File: config.mk
export PLATFORM = sky130hd
export DESIGN_NAME = alkucdec
export DESIGN_NICKNAME = d
export VERILOG_FILES = /design/src/rtl/alk_pkg.sv /design/src/rtl/alkucdec_decode.sv /design/src/rtl/alkucdec.sv
export SDC_FILE = /design/constraint.sdc
export NUM_CORES = 1
export LEC_CHECK = 0
export ABC_AREA = 1
export CAP_MARGIN = 10
export CORE_UTILIZATION = 30
export CTS_BUF_LIST = sky130_fd_sc_hd__clkbuf_4 sky130_fd_sc_hd__clkbuf_8
export DETAILED_ROUTE_END_ITERATION = 6
export SYNTH_ARGS = -nofsm -noshare
export SYNTH_HDL_FRONTEND = slang
export SYNTH_SLANG_ARGS = --single-unit
File: constraint.sdc
create_clock -name qdclk_l -period 2.18 [get_ports qdclk_l]
set_input_delay 0.327 -clock qdclk_l [delete_from_list [all_inputs] [get_ports qdclk_l]]
set_output_delay 0.327 -clock qdclk_l [all_outputs]
set_load 0.005 [all_outputs]
File: src/rtl/alk_pkg.sv
// Shared ALK definitions: ALPCTL microword codes, class masks and the decode bundle.
package alk_pkg;

  localparam int unsigned ALP_W = 10;

  typedef logic [ALP_W-1:0] alpctl_t;

  localparam alpctl_t ALP_NOP   = 10'h000;
  localparam alpctl_t ALP_MULP  = 10'h279;
  localparam alpctl_t ALP_MULN  = 10'h269;
  localparam alpctl_t ALP_DIVP  = 10'h26C;
  localparam alpctl_t ALP_DIVN  = 10'h27C;
  localparam alpctl_t ALP_REM   = 10'h26A;
  localparam alpctl_t ALP_DIVDA = 10'h27F;
  localparam alpctl_t ALP_DIVDS = 10'h26F;
  localparam alpctl_t ALP_LOOPF = 10'h3F0;

  // Class masks on the upper bits of ALPCTL.
  localparam logic [5:0] ALP_WX_S     = 6'h37;
  localparam logic [5:0] ALP_WX_NOT_S = 6'h36;
  localparam logic [1:0] ALP_LOGIC    = 2'b01;

  typedef struct packed {
    logic mul_l;
    logic div_l;
    logic rem_l;
    logic divdbl_l;
    logic wb_loopf_h;
    logic wx_srot_l;
    logic sub_or_logic_l;
  } alp_dec_t;

  function automatic logic is_muldiv(alpctl_t op);
    return (op == ALP_MULP) || (op == ALP_MULN) || (op == ALP_DIVP) || (op == ALP_DIVN);
  endfunction

endpackage

File: src/rtl/alkucdec_decode.sv
// Combinational decode of the latched ALPCTL field into the alkmdsm op strobes.
module alkucdec_decode
  import alk_pkg::*;
(
  input  logic [9:0] alpctl,
  output logic       mul_l,
  output logic       div_l,
  output logic       rem_l,
  output logic       divdbl_l,
  output logic       wb_loopf_h,
  output logic       wx_srot_l,
  output logic       sub_or_logic_l
);

  alp_dec_t dec;

  always_comb begin
    dec                = '1;
    dec.wb_loopf_h     = 1'b0;
    dec.mul_l          = ~((alpctl == ALP_MULP) || (alpctl == ALP_MULN));
    dec.div_l          = ~((alpctl == ALP_DIVP) || (alpctl == ALP_DIVN));
    dec.rem_l          = ~(alpctl == ALP_REM);
    dec.divdbl_l       = ~((alpctl == ALP_DIVDA) || (alpctl == ALP_DIVDS));
    dec.wb_loopf_h     = (alpctl == ALP_LOOPF);
    // 36x and 37x share the upper five bits.
    dec.wx_srot_l      = ~(alpctl[9:5] == ALP_WX_S[5:1]);
    dec.sub_or_logic_l = ~((alpctl[9:4] == ALP_WX_NOT_S) ||
                           (alpctl == ALP_MULN) || (alpctl == ALP_REM) ||
                           (alpctl == ALP_DIVP) || (alpctl == ALP_DIVDS) ||
                           (alpctl[9:8] == ALP_LOGIC));
  end

  assign mul_l          = dec.mul_l;
  assign div_l          = dec.div_l;
  assign rem_l          = dec.rem_l;
  assign divdbl_l       = dec.divdbl_l;
  assign wb_loopf_h     = dec.wb_loopf_h;
  assign wx_srot_l      = dec.wx_srot_l;
  assign sub_or_logic_l = dec.sub_or_logic_l;

endmodule

File: src/rtl/alkucdec.sv
// ALPCTL latch and mul/div step sequencer; holds the op and stalls the microsequencer
// until the final loop step of a MUL/DIV.
module alkucdec
  import alk_pkg::*;
#(
  parameter int unsigned MD_STEPS = 32,
  parameter int unsigned CW       = 6
) (
  input  logic          qdclk_l,
  input  logic          reset_h,
  input  logic [9:0]    alpctl_in_h,
  input  logic          alpctl_ld_h,
  input  logic          abort_h,
  output logic [9:0]    alpctl_h,
  output logic          alpctl_mul_l,
  output logic          alpctl_div_l,
  output logic          alpctl_rem_l,
  output logic          alpctl_divdbl_l,
  output logic          alpctl_wb_loopf_h,
  output logic          alpctl_wx_srot_l,
  output logic          alpctl_sub_or_logic_l,
  output logic          md_busy_h,
  output logic          md_last_h,
  output logic          useq_stall_h,
  output logic [CW-1:0] step_cnt_h
);

  alpctl_t       alp_q, alp_d;
  logic [CW-1:0] cnt_q, cnt_d;
  logic          busy_q, busy_d;
  logic          last_c;
  logic          accept_c;

  assign last_c   = busy_q & (cnt_q == CW'(1));
  assign accept_c = ~busy_q | last_c;

  always_ff @(posedge qdclk_l or posedge reset_h) begin
    if (reset_h) begin
      alp_q  <= ALP_NOP;
      cnt_q  <= '0;
      busy_q <= 1'b0;
    end else begin
      alp_q  <= alp_d;
      cnt_q  <= cnt_d;
      busy_q <= busy_d;
    end
  end

  // Abort beats everything; a new microword is only taken when idle or on the last step.
  always_comb begin
    alp_d  = alp_q;
    cnt_d  = cnt_q;
    busy_d = busy_q;
    if (abort_h) begin
      alp_d  = ALP_NOP;
      cnt_d  = '0;
      busy_d = 1'b0;
    end else if (accept_c) begin
      alp_d  = ALP_NOP;
      cnt_d  = '0;
      busy_d = 1'b0;
      if (alpctl_ld_h) begin
        alp_d = alpctl_in_h;
        if (is_muldiv(alpctl_in_h)) begin
          cnt_d  = CW'(MD_STEPS);
          busy_d = 1'b1;
        end
      end
    end else if (cnt_q > CW'(1)) begin
      cnt_d = cnt_q - CW'(1);
    end
  end

  alkucdec_decode u_decode (
    .alpctl         (alp_q),
    .mul_l          (alpctl_mul_l),
    .div_l          (alpctl_div_l),
    .rem_l          (alpctl_rem_l),
    .divdbl_l       (alpctl_divdbl_l),
    .wb_loopf_h     (alpctl_wb_loopf_h),
    .wx_srot_l      (alpctl_wx_srot_l),
    .sub_or_logic_l (alpctl_sub_or_logic_l)
  );

  assign alpctl_h     = alp_q;
  assign step_cnt_h   = cnt_q;
  assign md_busy_h    = busy_q;
  assign md_last_h    = last_c;
  assign useq_stall_h = busy_q & ~last_c;

endmodule

==> results by group <==
Min path
  – Min-delay worst type: in -> async

Worst setup path
  – Crit start category: flip-flop
  – Critical-path top delay cell: clkdlybuf4s50_1
  – Crit path kind: reg -> out
  – Worst endpoint required time: 1.85 ns
  – CP bufs+invs: 3
  – Crit path DAT: 1.74 ns
  – Critical Path Max Stage Delay: 0.49 ns
  – Crit path cell chain: inv_1 > ha_1 > nand3_2 > nand2_4 > inv_1 > clkdlybuf4s50_1
  – Most used cell, CP: inv_1
  – Crit. End Element: primary output
  – Worst-path fanout max: 6
  – CP top delay family: buffers and inverters

Cells and area
  – Area Growth Syn to Fin: 50.1%
  – Final core utilization: 0.475
  – Layout Nets: 212
  – N_diodes: 0
  – Fin cells: 241
  – Layout cells sized above 1: 0.174

Route
  – Initial DRT Pass Iterations: 4
  – Drc violations: 0
  – ANT nets after route: 0
  – Routed Wire Length: 2.81 mm
  – Via/cell ratio: 4.76
  – Routed via count: 1147
  – First DRT Iteration DRCs: 61
  – Routed WL per cell: 11.7 um

STA
  – Max Freq: 483 MHz
  – RSZ-0062 raised after global routing: false
  – Final Max Tran Viols: 0
  – Period Utilization, post-route: 0.949
  – Final setup vio count: 0
  – Skew final: 0.00391 ns
  – Period minus WS final: 2.07 ns
  – Fin worst setup slack: 0.111 ns
  – Setup TNS: 0 ns
  – Worst slew pin tran: 0.645 ns
  – Slew Limit Headroom: 0.569
  – Final hold viol count: 0

Global routing
  – Initial antenna violation count: 0
  – Global-route wire length before repair: 4.51 mm
  – Vias in the first global route: 1044
  – GRT Residual Overflow: 0
  – Tot GR Track Use: 0.162
  – Largest net degree at the start of global routing: 18

Die
  – Die H: 61.8 um
  – Die area: 3820 sq um
  – Io pins: 40
  – Die width: 61.8 um
  – Number of core rows: 21
  – Area of the core: 3390 sq um
  – Initial Util: 0.317

Clocking
  – H-tree depth: 1
  – CTS tree: done
  – CTS root buf: clkbuf_4
  – Hold buffers post-CTS: 0
  – Clock sinks: 17
  – Clock Latency Late Sink: 0.28 ns
  – Clock buffer count from CTS: 3
  – CTS Buffer Depth: 2
  – Clock transition at path regs: 0.10 ns

Power
  – LEAKAGE: 0.669 nW
  – Cell area power density: 370 nW/um^2
  – Peak VDD IR: 0.000300 V

Logic synthesis
  – Synth warn: 0
  – Register area share after synthesis: 0.396
  – Mapped Nets: 166
  – Syn avg cell area: 7.16 sq um
  – Netlist Area Pre-Place: 1070 sq um
  – Yosys reg bits: 17
  – Netlist cell types: 23
  – Syn Inst Count: 150

Place
  – RePlAce Congestion: 0.818
  – Port bufs: 39
  – Pre-CTS setup slack: 0.338 ns
  – Placed insts: 234
  – Final HPWL DP: 2.18 mm

Flow run
  – Max cap viols: 0

Run status
  – Status: finished clean
==> synthesized netlist by cell type <==
master / count / share of area
nand2_1: 34 / 0.12
inv_1: 25 / 0.087
nand3_1: 20 / 0.093
nor2_1: 18 / 0.063
dfrtp_1: 17 / 0.40
o21ai_1: 8 / 0.037
a21oi_1: 5 / 0.023
nand4_1: 3 / 0.017
ha_1: 2 / 0.023
nand3_2: 2 / 0.019
nor2_2: 2 / 0.012
nor3_1: 2 / 0.0093
nor4_1: 2 / 0.012
buf_6: 1 / 0.010
nand2_2: 1 / 0.0058
nand2_4: 1 / 0.010
nor2_4: 1 / 0.010
nor3b_2: 1 / 0.012
nor4_2: 1 / 0.012
o21ai_2: 1 / 0.0082
or2_1: 1 / 0.0058
or2_2: 1 / 0.0058
xnor2_1: 1 / 0.0082
==> per-stage QoR <==
step	area [sq um]	power (mW)	hold WS [ns]
2_1_floorplan	1070	0.370	0.253
5_1_grt	1610	0.632	0.480
3_5_place_dp	1510	0.422	0.539
3_3_place_gp	1510	0.422	0.535
4_1_cts	1540	0.599	0.444
6_report	1610	0.596	0.425
==> where the power goes <==
group	switching, mW	total [mW]	internal (mW)
Clock	0.0923	0.176	0.0834
Combinational	0.0413	0.0873	0.0460
Sequential	0.0106	0.333	0.323
Total	0.144	0.596	0.452
==> path summary, 6_finish.rpt <==
kind,startpoint,end,slack (ns),cells past startpoint
hold / removal,reset_h,alpctl_h[7]$_DFFE_PP0P_,0.42,2
max in group asynchronous,reset_h,alpctl_h[0]$_DFFE_PP0P_,1.30,2
hold reg to reg,alpctl_h[6]$_DFFE_PP0P_,alpctl_h[6]$_DFFE_PP0P_,0.58,2
min in group qdclk_l,alpctl_h[6]$_DFFE_PP0P_,alpctl_h[6]$_DFFE_PP0P_,0.58,2
setup / recovery,step_cnt_h[1]$_DFFE_PP0P_,useq_stall_h,0.11,6
setup reg to reg,step_cnt_h[1]$_DFFE_PP0P_,step_cnt_h[3]$_DFFE_PP0P_,0.65,7
==> metal layers <==
layer  track usage  wire length, um  vias to the layer above  part of all wire
met2         0.275             1380                       48              0.49
met4        0.0667               41                        0             0.015
met1         0.205             1200                      522              0.43
met3        0.0248              180                        4             0.064
met5             0                0                        -                 0
li1              -                -                      573                 -
==> timing repair <==
| action | 4_1_cts | 5_1_grt |
|---|---|---|
| buffers inserted | 0 | 3 |
| gates resized for setup | 0 | 19 |
| endpoints found under the setup margin | 0 | 8 |
==> registers in the layout, summed over array words and instances (netlist names) <==
signal and count:
alpctl_h 10, md_busy_h 1, step_cnt_h 6
==> cell usage in the layout, fill, tap and decap left out <==
| master | instances |
|---|---|
| nor4_4 | 1 |
| clkbuf_4 | 4 |
| buf_4 | 3 |
| a21oi_1 | 5 |
| ha_1 | 2 |
| nor4_1 | 1 |
| nor3_1 | 2 |
| dfrtp_2 | 3 |
| nor2_4 | 2 |
| o21ai_1 | 8 |
| o21ai_2 | 1 |
| nand2_2 | 3 |
| nor3b_2 | 1 |
| nor2_1 | 13 |
| nor4_2 | 1 |
| nand2_4 | 2 |
| inv_1 | 21 |
| or2_1 | 1 |
| nand3_1 | 20 |
| nand2_1 | 31 |
| nand3_2 | 2 |
| nand4_1 | 3 |
| dfrtp_1 | 14 |
| or2_2 | 1 |
| clkdlybuf4s50_1 | 39 |
| nor2_2 | 6 |
| xnor2_1 | 1 |
| inv_2 | 4 |
==> cell type report <==
class	instances	area, sq um
clock buffers	4	30.0
well taps	46	57.6
fillers	334	1780
repair buffers	42	413
flip-flops and latches	17	429
multi-input cells	107	588
inverters	25	93.8
==> cells by family after synthesis <==
group           Yosys count  share of synthesized area
simple gates             90                      0.406
buf+inv                  26                     0.0979
flops                    17                      0.396
compound gates           14                     0.0688
fa+ha+maj                 2                     0.0233
xor+xnor                  1                    0.00816
Note: power is estimated with default switching activity, not from simulation.
